### config.mk
export PLATFORM = sky130hd
export DESIGN_NAME = onehot_decoder_seq
export DESIGN_NICKNAME = d
export VERILOG_FILES = /design/src/rtl/onehot_decoder_seq.sv
export SDC_FILE = /design/constraint.sdc
export NUM_CORES = 1
export LEC_CHECK = 0
export ABC_AREA = 1
export CORE_MARGIN = 4
export CORE_UTILIZATION = 40
export DETAILED_ROUTE_END_ITERATION = 10
export REMOVE_ABC_BUFFERS = 1
export SYNTH_ARGS = -nofsm -noshare
export SYNTH_HDL_FRONTEND = slang
export SYNTH_SLANG_ARGS = --single-unit
### constraint.sdc
create_clock -name clk -period 2.6 [get_ports clk]
set_clock_uncertainty 0.15 [all_clocks]
set_input_delay 0.78 -clock clk [delete_from_list [all_inputs] [get_ports clk]]
set_output_delay 0.78 -clock clk [all_outputs]
set_load 0.1 [all_outputs]
### src/rtl/onehot_decoder_seq.sv
// rtl/onehot_decoder_seq.sv - queued 3-to-8 one-hot decoder with programmable hold; ONEHOT_DEC_GAP_EN adds a break-before-make gap cycle
module onehot_decoder_seq #(
    parameter int DEPTH = 4,
    parameter int HOLD  = 3
) (
    input  logic                     clk,
    input  logic                     rst_n,
    input  logic                     in_valid,
    input  logic [2:0]               in_code,
    output logic                     in_ready,
    output logic [7:0]               y,
    output logic                     y_valid,
    output logic                     busy,
    output logic [$clog2(DEPTH):0]   level
);

    localparam int AW = $clog2(DEPTH);
    localparam logic [AW:0] FULL_LEVEL  = (AW + 1)'(DEPTH);
    localparam logic [7:0]  HOLD_RELOAD = 8'(HOLD - 1);

    localparam logic [1:0] S_IDLE  = 2'd0;
    localparam logic [1:0] S_DRIVE = 2'd1;
`ifdef ONEHOT_DEC_GAP_EN
    localparam logic [1:0] S_GAP   = 2'd2;
`endif

    logic [2:0]    mem [DEPTH];
    logic [AW-1:0] wr_ptr;
    logic [AW-1:0] rd_ptr;
    logic [AW:0]   count;
    logic [1:0]    state;
    logic [7:0]    hold_cnt;
    logic          push;
    logic          pop;
    logic          fifo_nempty;
    logic [7:0]    head_onehot;

    assign fifo_nempty = (count != '0);
    assign in_ready    = (count != FULL_LEVEL);
    assign push        = in_valid && in_ready;
    assign head_onehot = 8'h01 << mem[rd_ptr];
    assign level       = count;
    assign y_valid     = (state == S_DRIVE);
    assign busy        = (state != S_IDLE) || fifo_nempty;

    // A pop always coincides with loading the head code into y.
    always_comb begin
        pop = 1'b0;
        case (state)
            S_IDLE:  pop = fifo_nempty;
`ifdef ONEHOT_DEC_GAP_EN
            S_DRIVE: pop = 1'b0;
            S_GAP:   pop = fifo_nempty;
`else
            S_DRIVE: pop = (hold_cnt == 8'd0) && fifo_nempty;
`endif
            default: pop = 1'b0;
        endcase
    end

    always_ff @(posedge clk) begin
        if (push) begin
            mem[wr_ptr] <= in_code;
        end
    end

    always_ff @(posedge clk or negedge rst_n) begin
        if (!rst_n) begin
            wr_ptr <= '0;
            rd_ptr <= '0;
            count  <= '0;
        end else begin
            if (push) begin
                wr_ptr <= wr_ptr + 1'b1;
            end
            if (pop) begin
                rd_ptr <= rd_ptr + 1'b1;
            end
            case ({push, pop})
                2'b10:   count <= count + 1'b1;
                2'b01:   count <= count - 1'b1;
                default: count <= count;
            endcase
        end
    end

    always_ff @(posedge clk or negedge rst_n) begin
        if (!rst_n) begin
            state    <= S_IDLE;
            y        <= 8'h00;
            hold_cnt <= 8'd0;
        end else begin
            case (state)
                S_IDLE: begin
                    if (pop) begin
                        y        <= head_onehot;
                        hold_cnt <= HOLD_RELOAD;
                        state    <= S_DRIVE;
                    end
                end
                S_DRIVE: begin
                    if (hold_cnt != 8'd0) begin
                        hold_cnt <= hold_cnt - 8'd1;
                    end else if (fifo_nempty) begin
`ifdef ONEHOT_DEC_GAP_EN
                        y     <= 8'h00;
                        state <= S_GAP;
`else
                        y        <= head_onehot;
                        hold_cnt <= HOLD_RELOAD;
`endif
                    end else begin
                        y     <= 8'h00;
                        state <= S_IDLE;
                    end
                end
`ifdef ONEHOT_DEC_GAP_EN
                S_GAP: begin
                    if (pop) begin
                        y        <= head_onehot;
                        hold_cnt <= HOLD_RELOAD;
                        state    <= S_DRIVE;
                    end else begin
                        state <= S_IDLE;
                    end
                end
`endif
                default: begin
                    y     <= 8'h00;
                    state <= S_IDLE;
                end
            endcase
        end
    end

endmodule
==> results.sh <==
export IMPL_floorplan_initialDensity_pct=41.5
export IMPL_area_growth_synth_to_final_pct=21.4
export IMPL_wl_met1_um=1770
export IMPL_syn_avg_cell_area_um2=8.80
export IMPL_n_antenna_cell=0
export IMPL_antenna_found_initial=0
export IMPL_detailed_place_hpwl_um=2650
export IMPL_period_share_pct=94.9
export IMPL_die_height_um=78.0
export IMPL_criticalPathCategory="reg -> out"
export IMPL_tightestPinTransition_ns=0.382
export IMPL_timing_hold_violations_final=0
export IMPL_critPathMostFrequentCell="inv_1"
export IMPL_io_pins=20
export IMPL_slew_headroom_pct=74.5
export IMPL_cts_hold_repair_buffers=0
export IMPL_min_path_type="reg -> reg"
export IMPL_grt_first_pass_wirelength_um=6220
export IMPL_setup_worst_path_end_class="output pin"
export IMPL_drv_slew=0
export IMPL_grt_setup_unrepaired="no"
export IMPL_antenna_violating_nets_post_route=0
export IMPL_dieWidth_um=78.0
export IMPL_critical_path_cell_chain="inv_1, nand3_1, inv_1, ha_1, inv_2, buf_12"
export IMPL_timing_critical_path_slowest_stage_cell="dfrtp_1"
export IMPL_synthCells=223
export IMPL_cts_num_sinks=36
export IMPL_ctsHtreeMaxLevel=2
export IMPL_max_clock_path_buffers=2
export IMPL_max_freq_ghz=0.405
export IMPL_synth_cell_area_um2=1960
export IMPL_worst_setup_path_start_kind="flip-flop"
export IMPL_final_cell_count_no_fill=321
export IMPL_critical_path_max_stage_delay_ns=0.41
export IMPL_dp_cells=313
export IMPL_number_of_buffers_added_on_ports=19
export IMPL_largest_net_degree_at_the_start_of_global_routing=25
export IMPL_drv_max_cap_violation_count=0
export IMPL_place_gp_congestion=0.800
export IMPL_core_area_um2=4720
export IMPL_die_area_um2=6090
export IMPL_arrival_ns=1.54
export IMPL_drtPass1Iterations=4
export IMPL_route_top_layer_used="met4"
export IMPL_cts_root_buf="clkbuf_8"
export IMPL_outcome="finished clean"
export IMPL_via_count_of_the_first_global_routing_pass=1408
export IMPL_ys_ff_latch=36
export IMPL_dr_wl_met3_um=134
export IMPL_tritoncts_clock_tree="yes"
export IMPL_timing_critical_path_required_ns=1.67
export IMPL_detail_route_wirelength_um=3460
export IMPL_cts_inserted_buffers=5
export IMPL_route_met2_wl_um=1520
export IMPL_post_route_cells_drive_above_1_share_pct=19.7
export IMPL_detail_route_drc_violations=0
export IMPL_grt_overflow=0
export IMPL_std_cell_rows=25
export IMPL_dr_first_iter_drc_count=56
export IMPL_via_count=1421
export IMPL_synth_seq_area_share_pct=49.0
export IMPL_worst_skew_pair_late_latency_ns=0.28
export IMPL_post_drt_via_cell_ratio=4.43
export IMPL_detail_route_wl_per_cell_um=10.8
export IMPL_worst_setup_hold_path_clk_slew_ns=0.08
export IMPL_yosys_warnings=0
export IMPL_period_minus_slack_ns=2.47
export IMPL_synthDistinctLibCells=27
export IMPL_grt_total_usage_pct=13.0
export IMPL_path_max_fanout=5
export IMPL_final_net_count=269
export IMPL_setup_viols_final=0
## metal layers
metal | up-vias | track usage [%]
met1 | 630 | 17.3
met4 | 0 | 4.20
met2 | 21 | 20.4
li1 | 768 | -
met5 | - | 0
met3 | 2 | 3.78
## worst max-delay path: cells and delay by family (launching register included)
| kind | cells | cell delay, ns |
|---|---|---|
| fa+ha+maj | 1 | 0.19 |
| buf+inv | 4 | 0.49 |
| flops | 1 | 0.41 |
| simple gates | 1 | 0.17 |
## registers in the layout (all words and copies together) (netlist names)
name      flops
hold_cnt      8
y             8
wr_ptr        2
state         1
mem          12
rd_ptr        2
level         3
## Yosys cell counts
master	count	share of area (%)
nand2_1	63	12
inv_1	25	4.8
dfrtp_1	24	31
nand3_1	22	5.6
nor2_1	20	3.8
edfxtp_1	12	18
ha_1	9	5.7
o21ai_0	9	2.3
nand2_2	5	1.6
nand4_1	5	1.6
inv_2	4	0.77
a21oi_1	3	0.77
nand2_4	3	1.7
nand3b_1	2	0.77
nor2_4	2	1.1
nor2_8	2	2.0
xnor2_1	2	0.89
xor2_1	2	0.89
buf_2	1	0.25
buf_6	1	0.57
fa_1	1	1.0
inv_4	1	0.32
nand3_2	1	0.51
nor2_2	1	0.32
nor3_1	1	0.25
o21ai_2	1	0.45
xor2_2	1	0.83
## layout by cell type (no fill, tap or decap), drive strengths merged
| master | instances |
|---|---|
| nor3 | 1 |
| edfxtp | 12 |
| clkdlybuf4s50 | 5 |
| ha | 9 |
| clkinvlp | 1 |
| inv | 31 |
| nand2 | 71 |
| clkbuf | 5 |
| bufinv | 1 |
| buf | 20 |
| nor2 | 25 |
| a21oi | 3 |
| nand4 | 5 |
| xor2 | 3 |
| xnor2 | 2 |
| dfrtp | 24 |
| o21ai | 10 |
| fa | 1 |
| nand3b | 2 |
| nand3 | 23 |
## layout make-up
type                            instances  area [um2]
Clock inverter                          3        46.3
Inverter                               30         115
Fill cell                             451        2340
Sequential cell                        36         961
Multi-Input combinational cell        155         870
Timing Repair Buffer                   25         238
Tap cell                               67        83.8
Clock buffer                            5        68.8
## final timing paths
check                      cells after the start  slack [ns]   startpoint     endpoint
setup reg to reg                              13        0.33  hold_cnt[1]     level[2]
hold / removal                                 2        0.33         y[6]         y[6]
setup / recovery                               6        0.13     level[1]         busy
max in group asynchronous                      2        1.33        rst_n     level[1]
min in group asynchronous                      2        0.71        rst_n  hold_cnt[4]
hold reg to reg                                2        0.33         y[6]         y[6]
## cells by family (layout without fill, tap and decap cells)
family / Yosys count / count (layout) / share of synthesized area, %
simple gates: 127 / 127 / 31.4
buf+inv: 32 / 63 / 6.70
compound gates: 13 / 13 / 3.51
fa+ha+maj: 10 / 10 / 6.76
flops: 36 / 36 / 49.0
xor+xnor: 5 / 5 / 2.62
## through the flow
step / hold slack [ns] / setup TNS, ns / cell area, um2 / worst slack, ns / util (%)
floorplan: 0.334 / -12.59 / 1950 / -1.02 / -
global placement: 0.318 / 0 / 2270 / 0.184 / 48.0
detailed placement: 0.322 / 0 / 2270 / 0.144 / 48.0
CTS: 0.342 / 0 / 2380 / 0.0526 / 50.4
global route: 0.363 / 0 / 2380 / 0.00247 / 50.4
finish: 0.334 / 0 / 2380 / 0.133 / 50.4
## what timing repair did
item                       CTS  global route
gates resized for setup      0             1
setup endpoints to repair    0             1
buffers inserted             0             0
Power is left out: the tool's default activity adds up to more than one toggle a clock period on the data nets, which glitch-free logic cannot reach.
